==> config.mk <==
export PLATFORM = sky130hd
export DESIGN_NAME = spi_sram_master
export DESIGN_NICKNAME = d
export VERILOG_FILES = /design/src/rtl/spi_sram_pkg.sv /design/src/rtl/spi_byte_shifter.sv /design/src/rtl/spi_sram_master.sv
export SDC_FILE = /design/constraint.sdc
export NUM_CORES = 1
export LEC_CHECK = 0
export BUFFER_PORTS_ARGS = -buffer_cell sky130_fd_sc_hd__buf_2
export CAP_MARGIN = 10
export CORE_MARGIN = 2
export CORE_UTILIZATION = 30
export CTS_BUF_LIST = sky130_fd_sc_hd__clkbuf_8 sky130_fd_sc_hd__clkbuf_16
export DETAILED_ROUTE_END_ITERATION = 10
export PLACE_DENSITY = 0.49
export SETUP_SLACK_MARGIN = 0.5
export SLEW_MARGIN = 5
export SYNTH_ARGS = -nofsm -noshare
export SYNTH_HDL_FRONTEND = slang
export SYNTH_SLANG_ARGS = --single-unit
export TNS_END_PERCENT = 30
==> constraint.sdc <==
create_clock -name clk -period 5.6 [get_ports clk]
set_clock_uncertainty 0.05 [all_clocks]
set_input_delay 0.28 -clock clk [delete_from_list [all_inputs] [get_ports clk]]
set_output_delay 0.28 -clock clk [all_outputs]
set_load 0.01 [all_outputs]
==> src/rtl/spi_sram_pkg.sv <==
// Shared constants, FSM state encoding and helpers for the serial SRAM master.
package spi_sram_pkg;

  localparam int ADDR_W = 24;

  localparam logic [7:0] CMD_MODE  = 8'h01;
  localparam logic [7:0] CMD_WRITE = 8'h02;
  localparam logic [7:0] CMD_READ  = 8'h03;

  typedef enum logic [2:0] {
    S_INIT_GAP  = 3'd0,
    S_INIT_MODE = 3'd1,
    S_IDLE      = 3'd2,
    S_CMD       = 3'd3,
    S_ADDR      = 3'd4,
    S_DATA      = 3'd5,
    S_STOP      = 3'd6
  } state_e;

  // Address bytes go out most significant first: index 0 = [23:16].
  function automatic logic [7:0] addr_byte(input logic [ADDR_W-1:0] addr,
                                           input logic [1:0] idx);
    logic [7:0] b;
    case (idx)
      2'd0:    b = addr[23:16];
      2'd1:    b = addr[15:8];
      default: b = addr[7:0];
    endcase
    return b;
  endfunction

endpackage

==> src/rtl/spi_byte_shifter.sv <==
// SCK divider plus one-byte MSB-first SPI mode-0 shifter.
// mosi is preloaded on start and advanced on falling edges; miso is
// captured on every falling edge into a running shift register so a byte
// may straddle two frames (early_i selects the 7th fall as byte-complete).
module spi_byte_shifter #(
  parameter int SPI_DIV = 2
) (
  input  logic       clk,
  input  logic       rstn,
  input  logic       start_i,
  input  logic [7:0] tx_byte_i,
  input  logic       early_i,
  input  logic       miso_i,
  output logic       tick_o,
  output logic       active_o,
  output logic       done_o,
  output logic       rx_strobe_o,
  output logic [7:0] rx_byte_o,
  output logic       sck_o,
  output logic       mosi_o
);

  localparam logic [7:0] DIV_LAST = 8'(SPI_DIV - 1);

  logic [7:0] div_q, div_d;
  logic       sck_q, sck_d;
  logic       mosi_q, mosi_d;
  logic [7:0] tx_q, tx_d;
  logic [6:0] rx_q, rx_d;
  logic [2:0] bit_q, bit_d;
  logic       active_q, active_d;
  logic       done_q, done_d;
  logic       tick_s, rise_s, fall_s;

  assign tick_s = (div_q == DIV_LAST);
  assign rise_s = active_q & tick_s & ~sck_q;
  assign fall_s = active_q & tick_s & sck_q;

  assign tick_o      = tick_s;
  assign active_o    = active_q;
  assign done_o      = done_q;
  assign rx_strobe_o = fall_s & (bit_q == (early_i ? 3'd6 : 3'd7));
  assign rx_byte_o   = {rx_q, miso_i};
  assign sck_o       = sck_q;
  assign mosi_o      = mosi_q;

  // Next-state: divider wrap, byte load, sck toggling and bit shifting.
  always_comb begin
    div_d    = tick_s ? 8'd0 : div_q + 8'd1;
    sck_d    = sck_q;
    mosi_d   = mosi_q;
    tx_d     = tx_q;
    rx_d     = rx_q;
    bit_d    = bit_q;
    active_d = active_q;
    done_d   = 1'b0;
    if (start_i && !active_q) begin
      active_d = 1'b1;
      mosi_d   = tx_byte_i[7];
      tx_d     = {tx_byte_i[6:0], 1'b0};
      bit_d    = 3'd0;
    end else if (rise_s) begin
      sck_d = 1'b1;
    end else if (fall_s) begin
      sck_d = 1'b0;
      rx_d  = {rx_q[5:0], miso_i};
      if (bit_q == 3'd7) begin
        active_d = 1'b0;
        done_d   = 1'b1;
        bit_d    = 3'd0;
      end else begin
        bit_d  = bit_q + 3'd1;
        mosi_d = tx_q[7];
        tx_d   = {tx_q[6:0], 1'b0};
      end
    end else begin
      sck_d = sck_q;
    end
  end

  // Shifter state registers; reset parks sck and mosi low.
  always_ff @(posedge clk or negedge rstn) begin
    if (!rstn) begin
      div_q    <= 8'd0;
      sck_q    <= 1'b0;
      mosi_q   <= 1'b0;
      tx_q     <= 8'd0;
      rx_q     <= 7'd0;
      bit_q    <= 3'd0;
      active_q <= 1'b0;
      done_q   <= 1'b0;
    end else begin
      div_q    <= div_d;
      sck_q    <= sck_d;
      mosi_q   <= mosi_d;
      tx_q     <= tx_d;
      rx_q     <= rx_d;
      bit_q    <= bit_d;
      active_q <= active_d;
      done_q   <= done_d;
    end
  end

endmodule

==> src/rtl/spi_sram_master.sv <==
// SPI initiator for a 23LC1024-style serial SRAM: init MODE write, then
// byte-burst READ/WRITE frames driven from a request/valid-ready interface.
module spi_sram_master
  import spi_sram_pkg::*;
#(
  parameter int         SPI_DIV   = 2,
  parameter logic [7:0] MODE_BYTE = 8'h40,
  parameter int         LEN_BITS  = 8
) (
  input  logic                clk,
  input  logic                rstn,
  input  logic                req_valid,
  output logic                req_ready,
  input  logic                req_write,
  input  logic [23:0]         req_addr,
  input  logic [LEN_BITS-1:0] req_len,
  input  logic [7:0]          wr_data,
  input  logic                wr_valid,
  output logic                wr_ready,
  output logic [7:0]          rd_data,
  output logic                rd_valid,
  output logic                busy,
  output logic                ssn,
  output logic                sck,
  output logic                mosi,
  input  logic                miso
);

  state_e                state_q, state_d;
  logic                  write_q, write_d;
  logic [ADDR_W-1:0]     addr_q, addr_d;
  logic [LEN_BITS-1:0]   cnt_q, cnt_d;
  logic [1:0]            idx_q, idx_d;
  logic                  gap_q, gap_d;
  logic                  ssn_q, ssn_d;
  logic                  req_ready_q, req_ready_d;
  logic                  busy_q, busy_d;
  logic                  wr_ready_q, wr_ready_d;
  logic                  rd_valid_q, rd_valid_d;
  logic [7:0]            rd_data_q, rd_data_d;

  logic                  sh_start_s, sh_early_s;
  logic [7:0]            sh_tx_s;
  logic                  tick_s, active_s, done_s, rx_strobe_s;
  logic [7:0]            rx_byte_s;

  spi_byte_shifter #(.SPI_DIV(SPI_DIV)) u_shifter (
    .clk        (clk),
    .rstn       (rstn),
    .start_i    (sh_start_s),
    .tx_byte_i  (sh_tx_s),
    .early_i    (sh_early_s),
    .miso_i     (miso),
    .tick_o     (tick_s),
    .active_o   (active_s),
    .done_o     (done_s),
    .rx_strobe_o(rx_strobe_s),
    .rx_byte_o  (rx_byte_s),
    .sck_o      (sck),
    .mosi_o     (mosi)
  );

  assign req_ready = req_ready_q;
  assign busy      = busy_q;
  assign wr_ready  = wr_ready_q;
  assign rd_valid  = rd_valid_q;
  assign rd_data   = rd_data_q;
  assign ssn       = ssn_q;

  // Frame sequencer: picks the next byte to shift and controls ssn/handshakes.
  always_comb begin
    state_d     = state_q;
    write_d     = write_q;
    addr_d      = addr_q;
    cnt_d       = cnt_q;
    idx_d       = idx_q;
    gap_d       = gap_q;
    ssn_d       = ssn_q;
    req_ready_d = req_ready_q;
    busy_d      = busy_q;
    wr_ready_d  = 1'b0;
    sh_start_s  = 1'b0;
    sh_tx_s     = 8'h00;
    // Read data lags the byte framing by one bit: the responder launches
    // bit 7 on the last address rise, so each read byte completes early.
    sh_early_s  = (state_q == S_DATA) && !write_q;
    rd_valid_d  = rx_strobe_s && (state_q == S_DATA) && !write_q;
    rd_data_d   = rd_valid_d ? rx_byte_s : rd_data_q;
    case (state_q)
      S_INIT_GAP: begin
        if (tick_s) begin
          if (gap_q) begin
            gap_d      = 1'b0;
            ssn_d      = 1'b0;
            idx_d      = 2'd0;
            sh_start_s = 1'b1;
            sh_tx_s    = CMD_MODE;
            state_d    = S_INIT_MODE;
          end else begin
            gap_d = 1'b1;
          end
        end else begin
          gap_d = gap_q;
        end
      end
      S_INIT_MODE: begin
        if (done_s) begin
          if (idx_q == 2'd0) begin
            idx_d      = 2'd1;
            sh_start_s = 1'b1;
            sh_tx_s    = MODE_BYTE;
          end else begin
            state_d = S_STOP;
          end
        end else begin
          idx_d = idx_q;
        end
      end
      S_IDLE: begin
        if (req_valid && req_ready_q) begin
          write_d     = req_write;
          addr_d      = req_addr;
          cnt_d       = req_len;
          req_ready_d = 1'b0;
          busy_d      = 1'b1;
          ssn_d       = 1'b0;
          sh_start_s  = 1'b1;
          sh_tx_s     = req_write ? CMD_WRITE : CMD_READ;
          state_d     = S_CMD;
        end else begin
          req_ready_d = 1'b1;
        end
      end
      S_CMD: begin
        if (done_s) begin
          idx_d      = 2'd0;
          sh_start_s = 1'b1;
          sh_tx_s    = addr_byte(addr_q, 2'd0);
          state_d    = S_ADDR;
        end else begin
          idx_d = idx_q;
        end
      end
      S_ADDR: begin
        if (done_s) begin
          if (idx_q == 2'd2) begin
            state_d = S_DATA;
          end else begin
            idx_d      = idx_q + 2'd1;
            sh_start_s = 1'b1;
            sh_tx_s    = addr_byte(addr_q, idx_q + 2'd1);
          end
        end else begin
          idx_d = idx_q;
        end
      end
      S_DATA: begin
        if (done_s) begin
          if (cnt_q == {LEN_BITS{1'b0}}) begin
            state_d = S_STOP;
          end else begin
            cnt_d = cnt_q - {{(LEN_BITS-1){1'b0}}, 1'b1};
          end
        end else if (!active_s) begin
          if (write_q) begin
            // Underrun simply stalls here with sck low and ssn asserted.
            if (wr_valid) begin
              wr_ready_d = 1'b1;
              sh_start_s = 1'b1;
              sh_tx_s    = wr_data;
            end else begin
              wr_ready_d = 1'b0;
            end
          end else begin
            sh_start_s = 1'b1;
            sh_tx_s    = 8'h00;
          end
        end else begin
          cnt_d = cnt_q;
        end
      end
      S_STOP: begin
        if (tick_s) begin
          if (!ssn_q) begin
            ssn_d = 1'b1;
          end else if (gap_q) begin
            gap_d       = 1'b0;
            req_ready_d = 1'b1;
            busy_d      = 1'b0;
            state_d     = S_IDLE;
          end else begin
            gap_d = 1'b1;
          end
        end else begin
          gap_d = gap_q;
        end
      end
      default: begin
        state_d     = S_INIT_GAP;
        ssn_d       = 1'b1;
        req_ready_d = 1'b0;
        busy_d      = 1'b1;
        gap_d       = 1'b0;
      end
    endcase
  end

  // Control registers; reset aborts any frame and restarts initialisation.
  always_ff @(posedge clk or negedge rstn) begin
    if (!rstn) begin
      state_q     <= S_INIT_GAP;
      write_q     <= 1'b0;
      addr_q      <= {ADDR_W{1'b0}};
      cnt_q       <= {LEN_BITS{1'b0}};
      idx_q       <= 2'd0;
      gap_q       <= 1'b0;
      ssn_q       <= 1'b1;
      req_ready_q <= 1'b0;
      busy_q      <= 1'b1;
      wr_ready_q  <= 1'b0;
      rd_valid_q  <= 1'b0;
      rd_data_q   <= 8'h00;
    end else begin
      state_q     <= state_d;
      write_q     <= write_d;
      addr_q      <= addr_d;
      cnt_q       <= cnt_d;
      idx_q       <= idx_d;
      gap_q       <= gap_d;
      ssn_q       <= ssn_d;
      req_ready_q <= req_ready_d;
      busy_q      <= busy_d;
      wr_ready_q  <= wr_ready_d;
      rd_valid_q  <= rd_valid_d;
      rd_data_q   <= rd_data_d;
    end
  end

endmodule

; Yosys cells after proc, flatten, opt, wreduce, memory -nomap -nowiden
; Index checks and enable logic that the tools add are counted.
[word_totals]
reg_bits = 82
wordCells = 196
out_inout_bits = 15
in_bits = 46
[op_classes]
n_reduce_logical = 32
n_bitwise = 10
addsub = 4
n_mux = 101
eq_ne = 29
[op_table]
columns = operator, n
row1 = 2-to-1 mux 8 bit, 15
row2 = 2-to-1 mux 3 bit, 17
row3 = 2-to-1 mux 1 bit, 49
row4 = one-hot mux 8 bit (6 select lines), 1
row5 = one-hot mux 8 bit (2 select lines), 2
row6 = one-hot mux 3 bit (7 select lines), 1
row7 = inequality test 2 bit (second input constant), 10
row8 = 2-to-1 mux 2 bit, 8
row9 = inequality test 2 x 1 -> 1 bit (second input constant), 8
row10 = 2-to-1 mux 7 bit, 2
row11 = AND reduction 13 bit, 1
row12 = == test 3 bit (second input constant), 4
row13 = AND reduction 4 bit, 3
row14 = AND reduction 5 bit, 2
row15 = OR reduction 5 bit, 2
row16 = one-hot mux 1 bit (3 select lines), 3
row17 = AND reduction 3 bit, 3
row18 = adder 8 x 1 -> 8 bit (second input constant), 1
row19 = == test 8 x 1 -> 1 bit (second input constant), 1
row20 = zero test 8 bit, 1
row21 = one-hot mux 2 bit (4 select lines), 1
row22 = AND reduction 8 bit, 1
row23 = nonzero test 2 bit, 4
row24 = subtractor 8 x 1 -> 8 bit (second input constant), 1
row25 = other kinds (18), 35

; Logic depth before layout (Yosys ltp)
; Gate-level depths: netlist (run 1).
[logic_depth]
depth_word = 8
mapped_depth = 8
depth_no_buf = 7

; By module
; A second synthesis (run 1) with hierarchy kept.
[unflattened]
hier_cells = 441
area_unflattened_um2 = 4167.7
[by_module_without_submodules]
columns = module, cells_per_inst, seq_area_each_um2, area_per_inst_um2, n_inst
row1 = spi_sram_master, 332, 1303.8, 2877.8, 1
row2 = spi_byte_shifter, 109, 725.7, 1290.0, 1

; Worst setup path after synthesis (run 1)
; No wires, ideal clock.
[synth_path]
path_kind = register to register
startpoint = reg u_shifter.div_q[1]
endpoint = reg rd_data_q[0], in the netlist rd_data[0]
synth_period_minus_slack_ns = 1.908
t_arrival_ns = 1.731
path_buffers = 1
path_stages_with_launch = 8
required_time_ns = 5.422
setup_slack_ns = 3.692
setup_ns = 0.128
cell_sequence = dfrtp_1 -> inv_1 -> ha_1 -> nor3b_1 -> and4_1 -> and4_1 -> buf_2 -> mux2_1
[synth_between]
elab_chain_cells = 6
[synth_rtl]
columns = element, line
row1 = "start, declared", spi_byte_shifter.sv:25  ; logic [7:0] div_q, div_d;
row2 = "start signal, assigned", spi_byte_shifter.sv:93  ; div_q <= div_d;
row3 = == test 8 x 1 -> 1 bit, spi_byte_shifter.sv:35  ; assign tick_s = (div_q == DIV_LAST);
row4 = AND 1 bit (2 in a row), spi_byte_shifter.sv:37  ; assign fall_s = active_q & tick_s & sck_q;
row5 = AND 1 bit, spi_byte_shifter.sv:42  ; assign rx_strobe_o = fall_s & (bit_q == (early_i ? 3'd6 : 3'd7));
row6 = logical AND 1 bit (2 in a row), spi_sram_master.sv:87  ; rd_valid_d = rx_strobe_s && (state_q == S_DATA) && !write_q;
row7 = via rd_valid_d, spi_sram_master.sv:39  ; logic rd_valid_q, rd_valid_d;
row8 = "end signal, assigned", spi_sram_master.sv:235  ; rd_data_q <= rd_data_d;
row9 = "end, declared", spi_sram_master.sv:40  ; logic [7:0] rd_data_q, rd_data_d;
; The timed path passes the listed nets, and every way through them passes these cells.
; A chain may end at the register's enable or synchronous reset.

; Worst setup path after layout (run 1)
[layout_path]
startpoint = reg u_shifter.div_q[1]
endpoint = reg rd_data_q[0], in the netlist rd_data[0]
[layout_between]
elab_chain_cells = 6
[layout_rtl]
columns = element, line
row1 = == test 8 x 1 -> 1 bit, spi_byte_shifter.sv:35
row2 = AND 1 bit (2 in a row), spi_byte_shifter.sv:37
row3 = AND 1 bit, spi_byte_shifter.sv:42
row4 = logical AND 1 bit (2 in a row), spi_sram_master.sv:87
; Every way passes these cells.

==> flow_metrics.env, run 1 <==
export IMPL_status="finished, final reports clean"
export IMPL_worstSetupEndpointType="flip-flop"
export IMPL_drtIter0Drc=139
export IMPL_die_h_um=121
export IMPL_hold_worst_slack_ns=0.0908
export IMPL_nets=476
export IMPL_syn2layout_area_growth_pct=19.2
export IMPL_insertedDiodeCount=0
export IMPL_required_ns=5.78
export IMPL_power_density_mw_per_mm2=265
export IMPL_grt_ovfl_total=0
export IMPL_initial_utilization_pct=30.8
export IMPL_ys_types=58
export IMPL_wirelength_um=9530
export IMPL_final_cell_mix="dfrtp_1 (79), buf_2 (59), mux2_2 (24)"
export IMPL_power_w=0.00129
export IMPL_drc=0
export IMPL_period_needed_ns=2.67
export IMPL_start_kind="flip-flop"
export IMPL_cp_max_fo=14
export IMPL_numCtsBuffers=9
export IMPL_rsz0062_at_grt="no"
export IMPL_finalSetupViolCount=0
export IMPL_viasPerCell=4.95
export IMPL_final_common_cell="dfrtp_1"
export IMPL_hold_path_class="in2reg"
export IMPL_synth_seq_cells=81
export IMPL_dr_pass1_iters=4
export IMPL_grt_usage_pct=13.8
export IMPL_cts_clk_slew_worst_paths_ns=0.06
export IMPL_ff2ff_setup_slack_ns=2.93
export IMPL_grt_pass1_vias=3004
export IMPL_pin_count=61
export IMPL_antenna_found_initial=0
export IMPL_hold_path_depth=3
export IMPL_hold_viol_final=0
export IMPL_yosysSeqAreaShare_pct=49.6
export IMPL_critical_path_class="reg2reg"
export IMPL_instances_no_fill=601
export IMPL_via_count=2977
export IMPL_syn_inst=367
export IMPL_fin_crit_sh_pct=47.7
export IMPL_final_util_pct=36.7
export IMPL_post_cts_buffers=0
export IMPL_p_leak_nw=2.29
export IMPL_ys_flop_type="dfrtp_1"
export IMPL_port_buffers=60
export IMPL_cts_root_buf="clkbuf_16"
export IMPL_ir_worst_vdd_mv=0.113
export IMPL_grt_first_pass_wirelength_um=15700
export IMPL_ys_async_sr_fraction_pct=100
export IMPL_drive_gt1_share_pct=26.4
export IMPL_clock_path_buffers=2
export IMPL_r2r_end="rd_data[0]"
export IMPL_critPathArrivalTime_ns=2.85
export IMPL_num_rows=42
export IMPL_syn_area_mm2=0.00410
export IMPL_ant_nets=0
export IMPL_yosysWarnings=0
export IMPL_hold_end="addr_q[0]"
export IMPL_max_slew_worst_pin_slew_ns=0.641
export IMPL_numClockSinks=81
export IMPL_syn_avg_cell_area_um2=11.2
export IMPL_htree_num_levels=3
export IMPL_hp_start="req_addr[0]"
export IMPL_syn_nets=423
export IMPL_slew_viol_final=0
export IMPL_grt_max_degree=47
export IMPL_dp_hpwl_um=6730
export IMPL_r2r_cells=6
export IMPL_synth_edff_count=0
export IMPL_die_x_um=121
export IMPL_die_area_mm2=0.0146
export IMPL_wl_per_cell_um=15.9
export IMPL_clk_latency_ns=0.35
export IMPL_coreArea_mm2=0.0133
export IMPL_relSlewSlack_pct=57.3
export IMPL_tns_ns=0
export IMPL_cts_tree="yes"
export IMPL_cap_violations=0
export IMPL_crit_reg2reg_launch="u_shifter.div_q[1]"
export IMPL_placed_cells=584
export IMPL_max_freq_mhz=374
export IMPL_routabilityCongestion=0.784
==> worst max-delay path by stage <==
stage	cells past startpoint	end	startpoint
floorplan	7	rd_data[0]	u_shifter.div_q[1]
detailed placement	6	rd_data[1]	u_shifter.div_q[1]
global placement	6	rd_data[2]	u_shifter.div_q[1]
finish	6	rd_data[0]	u_shifter.div_q[1]
global route	6	rd_data[2]	u_shifter.div_q[1]
CTS	6	rd_data[1]	u_shifter.div_q[1]
==> where the power goes <==
group          internal (W)  switching (W)
logic             0.0000149      0.0000191
registers          0.000588     0.00000181
clock network      0.000432       0.000236
==> cells in the mapped netlist (all sizes together) (4+ instances only) <==
cell	count	share of area, %
dfrtp	79	48
mux2	40	11
o21ai	30	3.7
nor2	19	1.8
nand2	18	1.6
inv	13	1.2
a21oi	12	1.6
buf	11	1.6
clkbuf	10	0.92
ha	10	3.1
a22oi	9	1.6
nand2b	8	1.2
nor3	8	1.1
mux2i	7	1.7
nor2b	7	1.1
xnor2	7	1.5
a221o	6	1.5
a221oi	6	1.3
nand3	6	0.73
o221a	5	1.4
and3	4	0.61
nor4	4	1.3
o22ai	4	0.61
==> critical path, stage by stage (launching register included) <==
cell     delay, ns
dfrtp_1       0.41
inv_1         0.07
ha_1          0.13
nor3b_1       0.29
and4_1        0.66
and4_1        0.58
mux2_1        0.36
==> routing by layer <==
layer	vias up	GRT usage (%)	routed length, um
li1	1453	-	-
met1	1459	18.6	4630
met5	-	0	0
met3	9	4.53	421
met2	56	21.2	4370
met4	0	4.14	119
==> kinds of logic (layout without fill, tap and decap cells) <==
group,count (synthesis),count (layout),share of synthesized area [%]
fa+ha+maj,10,10,3.06
compound gates,94,94,15.8
buf+inv,34,92,3.67
mux,47,47,12.7
simple gates,93,93,13.5
xor+xnor,8,8,1.71
flops,81,81,49.6
==> flip-flops by register name (all words and copies together), names as in the netlist, 2 cells and up <==
register,count
u_shifter.tx_q,7
u_shifter.div_q,8
u_shifter.rx_q,7
rd_data,8
u_shifter.bit_q,3
cnt_q,8
idx_q,2
addr_q,24
state_q,3
==> metrics by stage <==
stage                     cell area [um^2]  setup WS, ns
after floorplan                       4100          3.69
after global placement                4530          2.88
after detailed placement              4530          2.90
after CTS                             4880          2.89
after global routing                  4880          2.70
final                                 4880          2.93
==> what timing repair did <==
action / in CTS / in global routing
hold endpoints to repair: 35 / 0
hold buffers: 1 / 0
resized for setup: 0 / 0
endpoints found under the setup margin: 0 / 0
==> layout make-up <==
type	instances	area (um^2)
flip-flops and latches	81	2030
repair buffers	63	328
clock inverters	7	111
fillers	1333	8410
inverters	13	48.8
well taps	176	220
multi-input cells	252	1920
clock buffers	9	225
No activity file was read; power rests on OpenSTA's default activity.
==> run 2, diff against run 1 <==
PLACE_DENSITY = 0.51   (was 0.49)
clock period = 2.4 ns   (was 5.6 ns; I/O delays follow)
==> flow_metrics.env, run 2 (synthesis results as in run 1) <==
export IMPL_status="finished, final reports clean"
export IMPL_rsz0062_at_grt="yes"
export IMPL_drc=0
export IMPL_final_util_pct=41.4
export IMPL_cap_violations=0
export IMPL_num_rows=42
export IMPL_final_cell_mix="dfrtp_1 (72), buf_2 (59), dlygate4sd3_1 (28)"
export IMPL_grt_pass1_vias=3325
export IMPL_cp_max_fo=8
export IMPL_drive_gt1_share_pct=35.4
export IMPL_port_buffers=60
export IMPL_critPathArrivalTime_ns=2.07
export IMPL_via_count=3202
export IMPL_cts_clk_slew_worst_paths_ns=0.06
export IMPL_largest_register="addr_q"
export IMPL_ir_worst_vdd_mv=0.446
export IMPL_p_leak_nw=2.50
export IMPL_viasPerCell=4.92
export IMPL_slew_viol_final=0
export IMPL_final_common_cell="dfrtp_1"
export IMPL_syn2layout_area_growth_pct=34.3
export IMPL_cts_tree="yes"
export IMPL_htree_num_levels=3
export IMPL_clk_latency_ns=0.34
export IMPL_period_needed_ns=1.88
export IMPL_routabilityCongestion=0.753
export IMPL_start_kind="flip-flop"
export IMPL_max_slew_worst_pin_slew_ns=0.584
export IMPL_tns_ns=0
export IMPL_pin_count=61
export IMPL_multi_input_area_mm2=0.00209
export IMPL_hold_path_class="in2reg"
export IMPL_largest_reg_flops=24
export IMPL_required_ns=2.58
export IMPL_wl_per_cell_um=15.2
export IMPL_cts_root_buf="clkbuf_16"
export IMPL_nets=526
export IMPL_critical_path_class="reg2reg"
export IMPL_drtIter0Drc=255
export IMPL_worstSetupEndpointType="flip-flop"
export IMPL_relSlewSlack_pct=60.5
export IMPL_ant_nets=0
export IMPL_wirelength_um=9880
export IMPL_hold_worst_slack_ns=0.0115
export IMPL_dp_hpwl_um=6770
export IMPL_numClockSinks=81
export IMPL_power_density_mw_per_mm2=513
export IMPL_insertedDiodeCount=0
export IMPL_clock_path_buffers=2
export IMPL_initial_utilization_pct=30.8
export IMPL_grt_usage_pct=14.4
export IMPL_grt_max_degree=46
export IMPL_die_area_mm2=0.0146
export IMPL_die_h_um=121
export IMPL_finalSetupViolCount=0
export IMPL_grt_first_pass_wirelength_um=16700
export IMPL_nFillCells=1286
export IMPL_die_x_um=121
export IMPL_max_freq_mhz=531
export IMPL_grt_ovfl_total=0
export IMPL_coreArea_mm2=0.0133
export IMPL_seq_area_mm2=0.00204
export IMPL_antenna_found_initial=0
export IMPL_dr_pass1_iters=4
export IMPL_fin_crit_sh_pct=78.5
export IMPL_hold_viol_final=0
export IMPL_numCtsBuffers=9
run 2: cell count changes in the layout (fill, tap and decap cells not counted), sizes merged, moves of 2 or more:
cell / change
clkinv: +2
bufinv: -3
buf: +21
dlygate4sd3: +27
run 2: worst paths after layout:
| check | slack [ns] | endpoint | start | cells past startpoint |
|---|---|---|---|---|
| max | 0.52 | u_shifter.tx_q[6] | state_q[0] | 6 |
| min | 0.01 | cnt_q[1] | req_len[1] | 3 |
| max reg2reg | 0.52 | u_shifter.tx_q[6] | state_q[0] | 6 |
| min reg2reg | 0.43 | rd_data[1] | rd_data[1] | 1 |
| max in group asynchronous | 1.45 | u_shifter.done_o | rstn | 3 |
| min in group asynchronous | 0.23 | addr_q[22] | rstn | 2 |
run 2: critical path, cell delays in order (launching register included):
cell,delay (ns)
dfrtp_4,0.49
buf_6,0.16
nand3b_4,0.13
nor3_1,0.19
and4bb_4,0.24
or2_4,0.27
o221a_1,0.24
run 2: through the flow:
step	std cells	worst slack [ns]	total power [W]	area [um^2]
global placement	589	0.235	0.00148	4600
floorplan	367	0.567	0.00141	4100
CTS	641	0.433	0.00286	5310
detailed placement	589	0.176	0.00148	4600
global route	651	0.432	0.00295	5500
finish	651	0.515	0.00282	5500
run 2: area by class of cell:
type	instances	share of cell area, %
repair buffers	111	14.6
clock inverters	6	0.933
flip-flops and latches	81	37.1
inverters	13	0.955
well taps	176	4.00
clock buffers	10	4.34
multi-input cells	254	38.0
run 2: where the power goes:
group,internal [W],switching (W),leakage (nW)
Sequential,0.00137,0.00000423,1.06
Combinational,0.0000656,0.0000482,1.30
Clock,0.000743,0.000591,0.145
run 2: repair_timing:
item                                   4_1_cts  5_1_grt
setup buffers                                8        8
pin swaps                                    3       10
cloned                                       0        2
hold buffers                                28        0
setup endpoints to repair                   53       57
endpoints found under the hold margin       62        0
resized for setup                           20       30
run 2: metal layers:
metal | routed length [um] | GRT usage, % | vias up
met4 | 130 | 4.43 | 0
met3 | 400 | 3.96 | 12
met5 | 0 | 0 | -
met1 | 4780 | 19.5 | 1557
li1 | - | - | 1563
met2 | 4560 | 22.5 | 70
